### src/rtl/acq_pkg.sv
// Shared definitions for the ADC capture sequencer: FSM state codes,
// packer word geometry and the packer phase helper.
package acq_pkg;

    localparam int ACQ_ADC_W        = 10;
    localparam int SAMPLES_PER_WORD = 3;

    typedef logic [2:0] state_t;

    localparam state_t S_IDLE    = 3'd0;
    localparam state_t S_DELAY   = 3'd1;
    localparam state_t S_CAPTURE = 3'd2;
    localparam state_t S_FLUSH   = 3'd3;
    localparam state_t S_DONE    = 3'd4;

    // Position of the next sample inside the packer word, wrapping at 3.
    function automatic logic [1:0] phase_inc(input logic [1:0] p);
        return (p == 2'(SAMPLES_PER_WORD - 1)) ? 2'd0 : p + 2'd1;
    endfunction

endpackage

### src/rtl/adc_decim_strobe.sv
// Decimation strobe: passes 1 of every (factor+1) input strobes.
// Ports: clk, rst (sync, active-high), restart (hold counter at 0),
//        strobe (sample strobe), factor (N), keep (kept-sample pulse).
module adc_decim_strobe #(
    parameter int DEC_W = 4
) (
    input  logic             clk,
    input  logic             rst,
    input  logic             restart,
    input  logic             strobe,
    input  logic [DEC_W-1:0] factor,
    output logic             keep
);

    logic [DEC_W-1:0] cnt;

    // The (factor+1)-th strobe after a restart is the first one kept.
    assign keep = strobe && !restart && (cnt == factor);

    always_ff @(posedge clk) begin
        if (rst || restart) begin
            cnt <= '0;
        end else if (strobe) begin
            cnt <= (cnt == factor) ? '0 : cnt + DEC_W'(1);
        end
    end

endmodule

### src/rtl/adc_acq_ctrl.sv
// Trigger-driven capture sequencer feeding the 3x10-bit ADC word packer.
// Ports: clk, rst (sync, active-high); i_trig, i_abort pulses;
//        i_cfg_delay/len/decim config (latched on trigger);
//        i_adc_data/i_adc_vld ADC input; i_fifo_afull backpressure hint;
//        o_pack_data/o_pack_vld to packer; o_busy, o_done, o_ovf status.
// Build option: define ACQ_TESTPAT_EN to replace samples with a ramp.
module adc_acq_ctrl
    import acq_pkg::*;
#(
    parameter int ADC_W = ACQ_ADC_W,
    parameter int CNT_W = 16,
    parameter int DEC_W = 4
) (
    input  logic             clk,
    input  logic             rst,
    input  logic             i_trig,
    input  logic             i_abort,
    input  logic [CNT_W-1:0] i_cfg_delay,
    input  logic [CNT_W-1:0] i_cfg_len,
    input  logic [DEC_W-1:0] i_cfg_decim,
    input  logic [ADC_W-1:0] i_adc_data,
    input  logic             i_adc_vld,
    input  logic             i_fifo_afull,
    output logic [ADC_W-1:0] o_pack_data,
    output logic             o_pack_vld,
    output logic             o_busy,
    output logic             o_done,
    output logic             o_ovf
);

    state_t           state;
    logic [CNT_W-1:0] dly_cnt;
    logic [CNT_W-1:0] len_cnt;
    logic [DEC_W-1:0] decim;
    logic [1:0]       phase;
    logic [1:0]       phase_nx;
    logic             keep;
    logic [ADC_W-1:0] sample;

    adc_decim_strobe #(
        .DEC_W (DEC_W)
    ) u_decim (
        .clk     (clk),
        .rst     (rst),
        .restart (state != S_CAPTURE),
        .strobe  (i_adc_vld && (state == S_CAPTURE)),
        .factor  (decim),
        .keep    (keep)
    );

    // A dropped sample does not advance the packer phase.
    assign phase_nx = i_fifo_afull ? phase : phase_inc(phase);

`ifdef ACQ_TESTPAT_EN
    logic [ADC_W-1:0] ramp;

    always_ff @(posedge clk) begin
        if (rst) begin
            ramp <= '0;
        end else if (state == S_IDLE && i_trig) begin
            ramp <= '0;
        end else if (keep && !i_abort) begin
            ramp <= ramp + ADC_W'(1);
        end
    end

    assign sample = ramp;
`else
    assign sample = i_adc_data;
`endif

    always_ff @(posedge clk) begin
        if (rst) begin
            state       <= S_IDLE;
            dly_cnt     <= '0;
            len_cnt     <= '0;
            decim       <= '0;
            phase       <= '0;
            o_pack_data <= '0;
            o_pack_vld  <= 1'b0;
            o_ovf       <= 1'b0;
        end else begin
            o_pack_vld <= 1'b0;
            case (state)
                S_IDLE: begin
                    if (i_trig) begin
                        dly_cnt <= i_cfg_delay;
                        len_cnt <= i_cfg_len;
                        decim   <= i_cfg_decim;
                        phase   <= '0;
                        o_ovf   <= 1'b0;
                        if (i_cfg_len == '0)
                            state <= S_DONE;
                        else if (i_cfg_delay == '0)
                            state <= S_CAPTURE;
                        else
                            state <= S_DELAY;
                    end
                end
                S_DELAY: begin
                    if (i_abort) begin
                        state <= S_FLUSH;
                    end else if (i_adc_vld) begin
                        dly_cnt <= dly_cnt - CNT_W'(1);
                        if (dly_cnt == CNT_W'(1))
                            state <= S_CAPTURE;
                    end
                end
                S_CAPTURE: begin
                    if (i_abort) begin
                        state <= S_FLUSH;
                    end else if (keep) begin
                        len_cnt <= len_cnt - CNT_W'(1);
                        phase   <= phase_nx;
                        if (i_fifo_afull) begin
                            o_ovf <= 1'b1;
                        end else begin
                            o_pack_vld  <= 1'b1;
                            o_pack_data <= sample;
                        end
                        if (len_cnt == CNT_W'(1))
                            state <= (phase_nx == 2'd0) ? S_DONE : S_FLUSH;
                    end
                end
                S_FLUSH: begin
                    // Pad with zeros until the packer word is complete.
                    if (phase == 2'd0) begin
                        state <= S_DONE;
                    end else begin
                        o_pack_vld  <= 1'b1;
                        o_pack_data <= '0;
                        phase       <= phase_inc(phase);
                        if (phase_inc(phase) == 2'd0)
                            state <= S_DONE;
                    end
                end
                S_DONE:  state <= S_IDLE;
                default: state <= S_IDLE;
            endcase
        end
    end

    assign o_busy = (state == S_DELAY) || (state == S_CAPTURE) ||
                    (state == S_FLUSH);
    assign o_done = (state == S_DONE);

endmodule

### config.mk
export PLATFORM = sky130hd
export DESIGN_NAME = adc_acq_ctrl
export DESIGN_NICKNAME = d
export VERILOG_FILES = /design/src/rtl/acq_pkg.sv /design/src/rtl/adc_decim_strobe.sv /design/src/rtl/adc_acq_ctrl.sv
export SDC_FILE = /design/constraint.sdc
export NUM_CORES = 1
export LEC_CHECK = 0
export CAP_MARGIN = 40
export CORE_ASPECT_RATIO = 0.5
export CORE_MARGIN = 8
export CORE_UTILIZATION = 56
export DETAILED_ROUTE_END_ITERATION = 8
export HOLD_SLACK_MARGIN = 0.15
export PLACE_DENSITY = 0.82
export SYNTH_ARGS = -nofsm -noshare
export SYNTH_HDL_FRONTEND = slang
export SYNTH_SLANG_ARGS = --single-unit
### constraint.sdc
create_clock -name clk -period 3.2 [get_ports clk]
set_input_delay 0.64 -clock clk [delete_from_list [all_inputs] [get_ports clk]]
set_output_delay 0.64 -clock clk [all_outputs]
set_load 0.005 [all_outputs]
# Word level (Yosys, flattened, before mapping)
# Cells that the tools add are included.
# totals
memories	0
ram_bits	0
latchBits	0
ff_bits	57
rom_bits	0
in_bits	52
out_inout_bits	14
# classes
shifts	0
n_addsub	4
n_div	0
n_mux	44
mul	0
n_eq_ne	22
order_cmp	0
reduce_logical	24
bitwise_logic	0
# ops
cell	count
16-bit 2-to-1 mux	6
16-bit one-hot mux with 2 select lines	2
10-bit 2-to-1 mux	4
3-bit 2-to-1 mux	11
16-bit by 1-bit equality test with 1-bit output, second input constant	2
16-bit logical NOT	2
16-bit by 1-bit subtractor with 16-bit output, second input constant	2
10-bit one-hot mux with 2 select lines	1
2-bit != test, second input constant	8
5-bit AND reduction	3
2-bit 2-to-1 mux	7
3-bit != test, second input constant	4
3-bit one-hot mux with 4 select lines	1
1-bit 2-to-1 mux	8
4-bit AND reduction	2
3-bit by 2-bit equality test with 1-bit output, second input constant	2
2-bit logical NOT	3
3-bit by 2-bit != test with 1-bit output, second input constant	2
2-bit one-hot mux with 3 select lines	1
6-bit AND reduction	1
2-bit nonzero test	3
4-bit by 1-bit adder with 4-bit output, second input constant	1
4-bit equality test	1
4-bit 2-to-1 mux	1
other kinds (11)	16

# Logic depth before layout (Yosys ltp)
# Gate-level depths: netlist (run 1).
# depth
word_depth	9
ltp_mapped	8
ltp_nobuf	7

# Modules after synthesis
# Synthesis (run 1) repeated with hierarchy kept, for this count alone.
# unflattened
cells_unflattened	434
hier_area_um2	3323.2
# modules_own_cells
mod	seq_area_each_um2	area_each_um2	cells_each	instances
adc_acq_ctrl	1061.0	3054.2	408	1
adc_decim_strobe	80.1	269.0	26	1

# Worst setup path before layout (run 1)
# OpenSTA, ideal clock, no wires.
# synth_path
path_kind	reg-to-reg
startpoint	register dly_cnt[0]
endpoint	register dly_cnt[12]
setup_slack_ps	1068
setup_ps	137
stages_incl_launch_ff	9
t_arrival_ps	1995
t_required_ps	3063
n_path_buf	1
path_cell_list	dfxtp_1 > inv_1 > ha_1 > or3b_1 > clkbuf_1 > or3_4 > or4_1 > o21ai_0 > a211oi_1
# synth_via
elab_chain_len	4
# synth_rtl
element	line_no	source
from (decl)	adc_acq_ctrl.sv:32	logic [CNT_W-1:0] dly_cnt;
from (signal assigned)	adc_acq_ctrl.sv:87	dly_cnt <= i_cfg_delay;
from (signal assigned)	adc_acq_ctrl.sv:104	dly_cnt <= dly_cnt - CNT_W'(1);
16-bit by 1-bit subtractor with 16-bit output	adc_acq_ctrl.sv:104	
16-bit 2-to-1 mux	adc_acq_ctrl.sv:103	end else if (i_adc_vld) begin
16-bit 2-to-1 mux	adc_acq_ctrl.sv:101	if (i_abort) begin
16-bit one-hot mux with 2 select lines	adc_acq_ctrl.sv:84	case (state)
# Every way passes these cells. The select of a mux whose other input is x is not followed.
# A chain may end at the register's enable or synchronous reset.

# Worst setup path in the final report (run 1)
# layout_path
startpoint	register state[1]
endpoint	output port o_done
# layout_via
elab_chain_len	1
# layout_rtl
element	line_no	source
from (decl)	adc_acq_ctrl.sv:31	state_t state;
from (signal assigned)	adc_acq_ctrl.sv:122	state <= (phase_nx == 2'd0) ? S_DONE : S_FLUSH;
3-bit equality test	adc_acq_ctrl.sv:145	assign o_done = (state == S_DONE);
to (decl)	adc_acq_ctrl.sv:27	output logic o_done,
# Every way passes these cells.

==> results of run 1 <==
[critical path, delay by kind of cell (launching register included)]
| kind | cells | cell delay, ps |
|---|---|---|
| AND/OR/NAND/NOR | 2 | 370 |
| flip-flops | 1 | 610 |
| buffers and inverters | 1 | 450 |
[power groups by stage]
stage | logic [W] | clock network [W] | registers, W
3_3_place_gp | 0.00165 | 0 | 0.00109
2_1_floorplan | 0.00133 | 0 | 0.00102
5_1_grt | 0.00188 | 0.000991 | 0.00112
4_1_cts | 0.00170 | 0.000960 | 0.00108
6_report | 0.00172 | 0.000953 | 0.00109
3_5_place_dp | 0.00167 | 0 | 0.00109
[stage by stage]
stage	total power [W]	setup slack, ps
after floorplan	0.00234	1070
after global placement	0.00274	667
after detailed placement	0.00276	632
after CTS	0.00374	822
after global routing	0.00399	672
final	0.00377	808
[layout make-up]
| type | count | area, sq um | share of cell area (%) |
|---|---|---|---|
| tap | 77 | 96.3 | 2.21 |
| sequential | 57 | 1140 | 26.1 |
| clock inverter | 5 | 55.1 | 1.26 |
| clock buffer | 11 | 243 | 5.56 |
| timing repair buffer | 74 | 713 | 16.3 |
| inverter | 9 | 33.8 | 0.774 |
| multi-input combinational | 338 | 2080 | 47.7 |
[synth_stat cells, types with 6 or more instances]
master | number | area (sq um)
dfxtp_1 | 57 | 1140
nor2_1 | 47 | 176
o21ai_0 | 42 | 210
a21oi_1 | 38 | 190
nand2_1 | 31 | 116
clkbuf_1 | 23 | 86.3
nand3_1 | 18 | 90.1
nor4_1 | 17 | 106
a211oi_1 | 14 | 105
nor3_1 | 13 | 65.1
inv_1 | 9 | 33.8
nand4_1 | 8 | 50.1
a31oi_1 | 7 | 43.8
buf_2 | 7 | 35.0
a22o_1 | 6 | 52.6
mux2i_1 | 6 | 60.1
[path summary, 6_finish.rpt]
kind,endpoint,depth (start not counted),slack (ps),startpoint
hold / removal,o_pack_data[1]$_SDFFE_PP0P_,2,480,o_pack_data[1]$_SDFFE_PP0P_
setup / recovery,o_done,3,810,state[1]$_SDFFE_PP0P_
setup reg to reg,dly_cnt[12]$_SDFFE_PP0P_,7,880,dly_cnt[1]$_SDFFE_PP0P_
hold reg to reg,o_pack_data[1]$_SDFFE_PP0P_,2,480,o_pack_data[1]$_SDFFE_PP0P_
[state kept, by name, indices dropped and copies added, names as in the netlist]
register and count:
o_pack_data 10, dly_cnt 16, state 3, o_pack_vld 1, len_cnt 16, o_ovf 1
decim 4, u_decim.cnt 4, phase 2
[cell families (layout without fill, tap and decap cells)]
group	after synthesis	after routing	share of synthesized area (%)
xor gates and xnor gates	6	6	1.56
and+or+nand+nor	175	175	28.2
adders and majority gates	5	5	1.85
buffers and inverters	40	99	4.71
muxes	7	7	2.11
DFF	57	57	33.8
AOI/OAI and AO/OA	145	145	27.7
[per-layer routing]
| metal | track usage (%) | part of all wire (%) | vias up |
|---|---|---|---|
| li1 | - | - | 1742 |
| met1 | 26.1 | 45 | 1695 |
| met2 | 35.7 | 47 | 140 |
| met3 | 7.20 | 7.2 | 13 |
| met4 | 5.55 | 1.1 | 0 |
| met5 | 0 | 0 | - |
==> metrics.md, run 1 <==
| Metric | Value |
|---|---|
| Final HPWL DP | 6470 um |
| Most frequent cells in the layout | 64 x clkdlybuf4s50_1, 57 x dfxtp_1, 47 x nor2_1 |
| Routed Antenna Nets | 0 |
| Number of global-route vias before repair | 3,299 |
| Die Area | 8920 sq um |
| Fmax | 418 MHz |
| Filler cells | 477 |
| Critical Path Max Stage Delay | 610 ps |
| Syn avg cell area | 7.76 sq um |
| Leak | 1.52 nW |
| Vias | 3,590 |
| Area Overhead vs Synth | 29.3% |
| Yosys cell types | 59 |
| Die height | 70.9 um |
| Vias/cell | 6.29 |
| Post-CTS setup buffer count | 0 |
| Cells after synthesis | 435 |
| Cell Pwr Density | 864 nW/um^2 |
| Net Sw Frac | 41.6% |
| Hold-fix buffer count after cts | 0 |
| P_int | 0.00220 W |
| Final-stage net count | 546 |
| # DRC | 0 |
| Slew margin rel. | 48.2% |
| EDFF count, synth | 0 |
| # setup viols final | 0 |
| Detailed-route wire length | 9640 um |
| Status | finished clean |
| Critical Path, Cell by Cell | nor2_1, and2_1, clkdlybuf4s50_1 |
| First-pass GRT wire length | 15,900 um |
| DR iter-0 viols | 283 |
| Core Area | 5960 sq um |
| VDD IR max | 0.370 mV |
| Slowest CP cell | dfxtp_1 |
| CTS tree | built |
| Num rows | 20 |
| Cts repair resizes | 0 |
| Gate power share | 45.7% |
| Synthesis warning total | 0 |
| Setup crit start kind | flip-flop |
| Grt total ovfl | 0 |
| Cell Area, Synth | 3380 sq um |
| Gr usage total | 21.4% |
| Unrepaired setup endpoints after global routing | false |
| Share of total power in the clock network | 25.3% |
| # Max-Cap Violations | 0 |
| Seq/Total Area, Yosys | 33.8% |
| Root buffer cell | clkbuf_16 |
| Tightest Pin Transition | 774 ps |
| Iteration count of the initial detailed-routing pass | 5 |
| Clk_skew | 8.79 ps |
| Synth Net Count | 492 |
| Hold Vio Cnt, Final | 0 |
| Antenna violations before repair | 0 |
| Setup crit end kind | primary output |
| Worst Path Class, Setup | flip-flop to primary output |
| Finished Layout Cells | 571 |
| Setup total negative slack | 0 ps |
| Die X | 126 um |
| Fin Hold WS | 476 ps |
| Switch Pwr | 0.00157 W |
| Buffers on Ports | 65 |
| H-tree levels | 3 |
| Final Core Density | 73.3% |
| Layout cells sized above 1 | 9.11% |
| Worst-path clk slew | 50 ps |
| Commonest non-fill, non-tap cell in the layout | clkdlybuf4s50_1 |
| Slew Viols, Final | 0 |
| Post-route cell area | 4360 sq um |
| Bufs on Longest Clock Path | 2 |
| Largest net degree at the start of global routing | 34 |
| Flop pwr share | 29.0% |
| Dpl cells | 555 |
| Antenna Cells | 0 |
| Max FO, Critical Path | 14 |
| Synth Register Bits | 57 |
| Effective utilization at floorplan | 56.7% |
| Crit path DAT | 1750 ps |
| Clock latency on the worst-skew pair | 330 ps |
| Ratio of final minimum period to clock period | 74.8% |
| Sink Count | 57 |
| Min cycle time layout | 2390 ps |
| # IOs | 66 |
| Inserted Clock Buffers | 9 |
| Wire per inst | 16.9 um |
| CP Data Required Time | 2560 ps |
| Class of the worst hold path | flip-flop to flip-flop |
| Ys flop type | dfxtp_1 |
| Gpl congestion | 0.894 |
| Post-synth ARST share | 0% |
| DP Area | 4070 sq um |
(Power assumes the default switching activity.)
==> run 2, diff against run 1 <==
Settings changed: CORE_UTILIZATION 56 to 47, PLACE_DENSITY 0.82 to 0.73.
Clock period 3.2 ns to 2.2 ns, I/O delays scaled along.
==> run 2 against run 1 <==
Setup slack got worse by 730 ps. Global-route usage fell by 2.2 points. Routed wire length barely moved. First-iteration DRC count fell by 7.8%. Clock-buffer cell count fell by 2. Core utilization fell by 6.1 points. Combinational power rose by 59%. Clock power rose by 56%. Hold slack got worse by 6.8 ps. Register-to-register slack got worse by 800 ps. Sequential power rose by 43%. Critical path type is now flip-flop to flip-flop. Largest power group unchanged.
==> metrics.md, run 2 (synthesized netlist as in run 1, its figures left out) <==
| Metric | Value |
|---|---|
| Status | finished clean |
| Core Area | 6810 sq um |
| Setup crit end kind | flip-flop |
| Tot Pwr | 0.00579 W |
| DP Area | 4240 sq um |
| Ratio of final minimum period to clock period | 96.5% |
| Iteration count of the initial detailed-routing pass | 5 |
| DR iter-0 viols | 261 |
| Slew margin rel. | 65.8% |
| Gpl congestion | 0.873 |
| Hold-fix buffer count after cts | 0 |
| Die Area | 10,300 sq um |
| Detailed-route wire length | 9640 um |
| Gr usage total | 19.2% |
| Clk_skew | 5.46 ps |
| Tightest Pin Transition | 512 ps |
| Clock latency on the worst-skew pair | 330 ps |
| Area Overhead vs Synth | 35.5% |
| Bufs on Longest Clock Path | 2 |
| Place WS | 10.2 ps |
| FF+latch area | 1140 sq um |
| Routed Antenna Nets | 0 |
| Min cycle time layout | 2120 ps |
| First-pass GRT wire length | 16,500 um |
| Buffers on Ports | 65 |
| Commonest non-fill, non-tap cell in the layout | clkdlybuf4s50_1 |
| Final HPWL DP | 6780 um |
| Filler cells | 589 |
| Number of global-route vias before repair | 3,379 |
| Die X | 136 um |
| Most frequent cells in the layout | 64 x clkdlybuf4s50_1, 56 x dfxtp_1, 46 x nor2_1 |
| H-tree levels | 3 |
| Num rows | 21 |
| Cell Pwr Density | 1270 nW/um^2 |
| Sink Count | 57 |
| Inserted Clock Buffers | 9 |
| Grt total ovfl | 0 |
| Post-route cell area | 4570 sq um |
| Setup total negative slack | 0 ps |
| Post-CTS setup buffer count | 0 |
| Final-stage net count | 565 |
| Final setup margin | 76.5 ps |
| Largest net degree at the start of global routing | 29 |
| Final Core Density | 67.2% |
| Layout cells sized above 1 | 13.8% |
| # setup viols final | 0 |
| Worst Path Class, Setup | flip-flop to flip-flop |
| # DRC | 0 |
| Slew Viols, Final | 0 |
| Root buffer cell | clkbuf_16 |
| Class of the worst hold path | flip-flop to flip-flop |
| # IOs | 66 |
| Antenna violations before repair | 0 |
| # Max-Cap Violations | 0 |
| Setup crit start kind | flip-flop |
| Fmax | 471 MHz |
| Largest regs | dly_cnt: 16 flops, len_cnt: 16 flops, o_pack_data: 10 flops |
| VDD IR max | 0.578 mV |
| Antenna Cells | 0 |
| Vias/cell | 5.88 |
| CP Data Required Time | 2410 ps |
| Effective utilization at floorplan | 49.6% |
| Hold Vio Cnt, Final | 0 |
| CTS tree | built |
| Die height | 75.9 um |
| Max FO, Critical Path | 5 |
| Vias | 3,559 |
| Leak | 1.64 nW |
| Area of the multi-input gates | 2090 sq um |
| Crit path DAT | 2340 ps |
| Worst-path clk slew | 50 ps |
| Wire per inst | 15.9 um |
-- run 2: stage by stage --
| stage | instances | hold slack (ps) |
|---|---|---|
| 6_report | 605 | 469 |
| 5_1_grt | 605 | 496 |
| 4_1_cts | 605 | 475 |
| 3_5_place_dp | 589 | 465 |
| 3_3_place_gp | 589 | 457 |
| 2_1_floorplan | 435 | 451 |
-- run 2: where the power goes --
part	internal [W]	switching (W)
Sequential	0.00128	0.000280
Combinational	0.00122	0.00152
Clock	0.000989	0.000504
-- run 2: worst paths after layout --
kind / slack [ps] / startpoint / depth (start not counted) / to
min: 470 / o_pack_data[9]$_SDFFE_PP0P_ / 2 / o_pack_data[9]$_SDFFE_PP0P_
max reg2reg: 80 / dly_cnt[0]$_SDFFE_PP0P_ / 7 / dly_cnt[12]$_SDFFE_PP0P_
min reg2reg: 470 / o_pack_data[9]$_SDFFE_PP0P_ / 2 / o_pack_data[9]$_SDFFE_PP0P_
max: 80 / dly_cnt[0]$_SDFFE_PP0P_ / 7 / dly_cnt[12]$_SDFFE_PP0P_
-- run 2: final cells by class --
| class | instances | area share, % |
|---|---|---|
| Tap cell | 92 | 2.52 |
| Clock buffer | 9 | 4.92 |
| Timing Repair Buffer | 93 | 19.0 |
| Inverter | 9 | 0.739 |
| Clock inverter | 7 | 2.08 |
| Multi-Input combinational cell | 338 | 45.8 |
| Sequential cell | 57 | 25.0 |
-- run 2: repair_timing --
item | CTS | global route
endpoints found under the hold margin | 0 | 0
gates resized for setup | 0 | 6
setup endpoints to repair | 0 | 4
-- run 2: metal layers --
metal	share of wire (%)	up-vias	track usage (%)
li1	-	1784	-
met1	47	1657	24.7
met2	45	107	28.9
met3	6.7	11	6.91
met4	1.2	0	6.53
met5	0	-	0
-- run 2: critical path, stage by stage, from the launching register on --
cell and delay, ps:
dfxtp_1 330, inv_2 80, ha_2 190, or3b_4 380, or3_4 370, or4_1 460, o21ai_0 90, a211oi_1 90
==> run 3, diff against run 2 <==
Settings changed: SKIP_LAST_GASP set to 1.
==> results of run 3 <==
The final DEF is identical to that of run 2; final timing and power are the same.
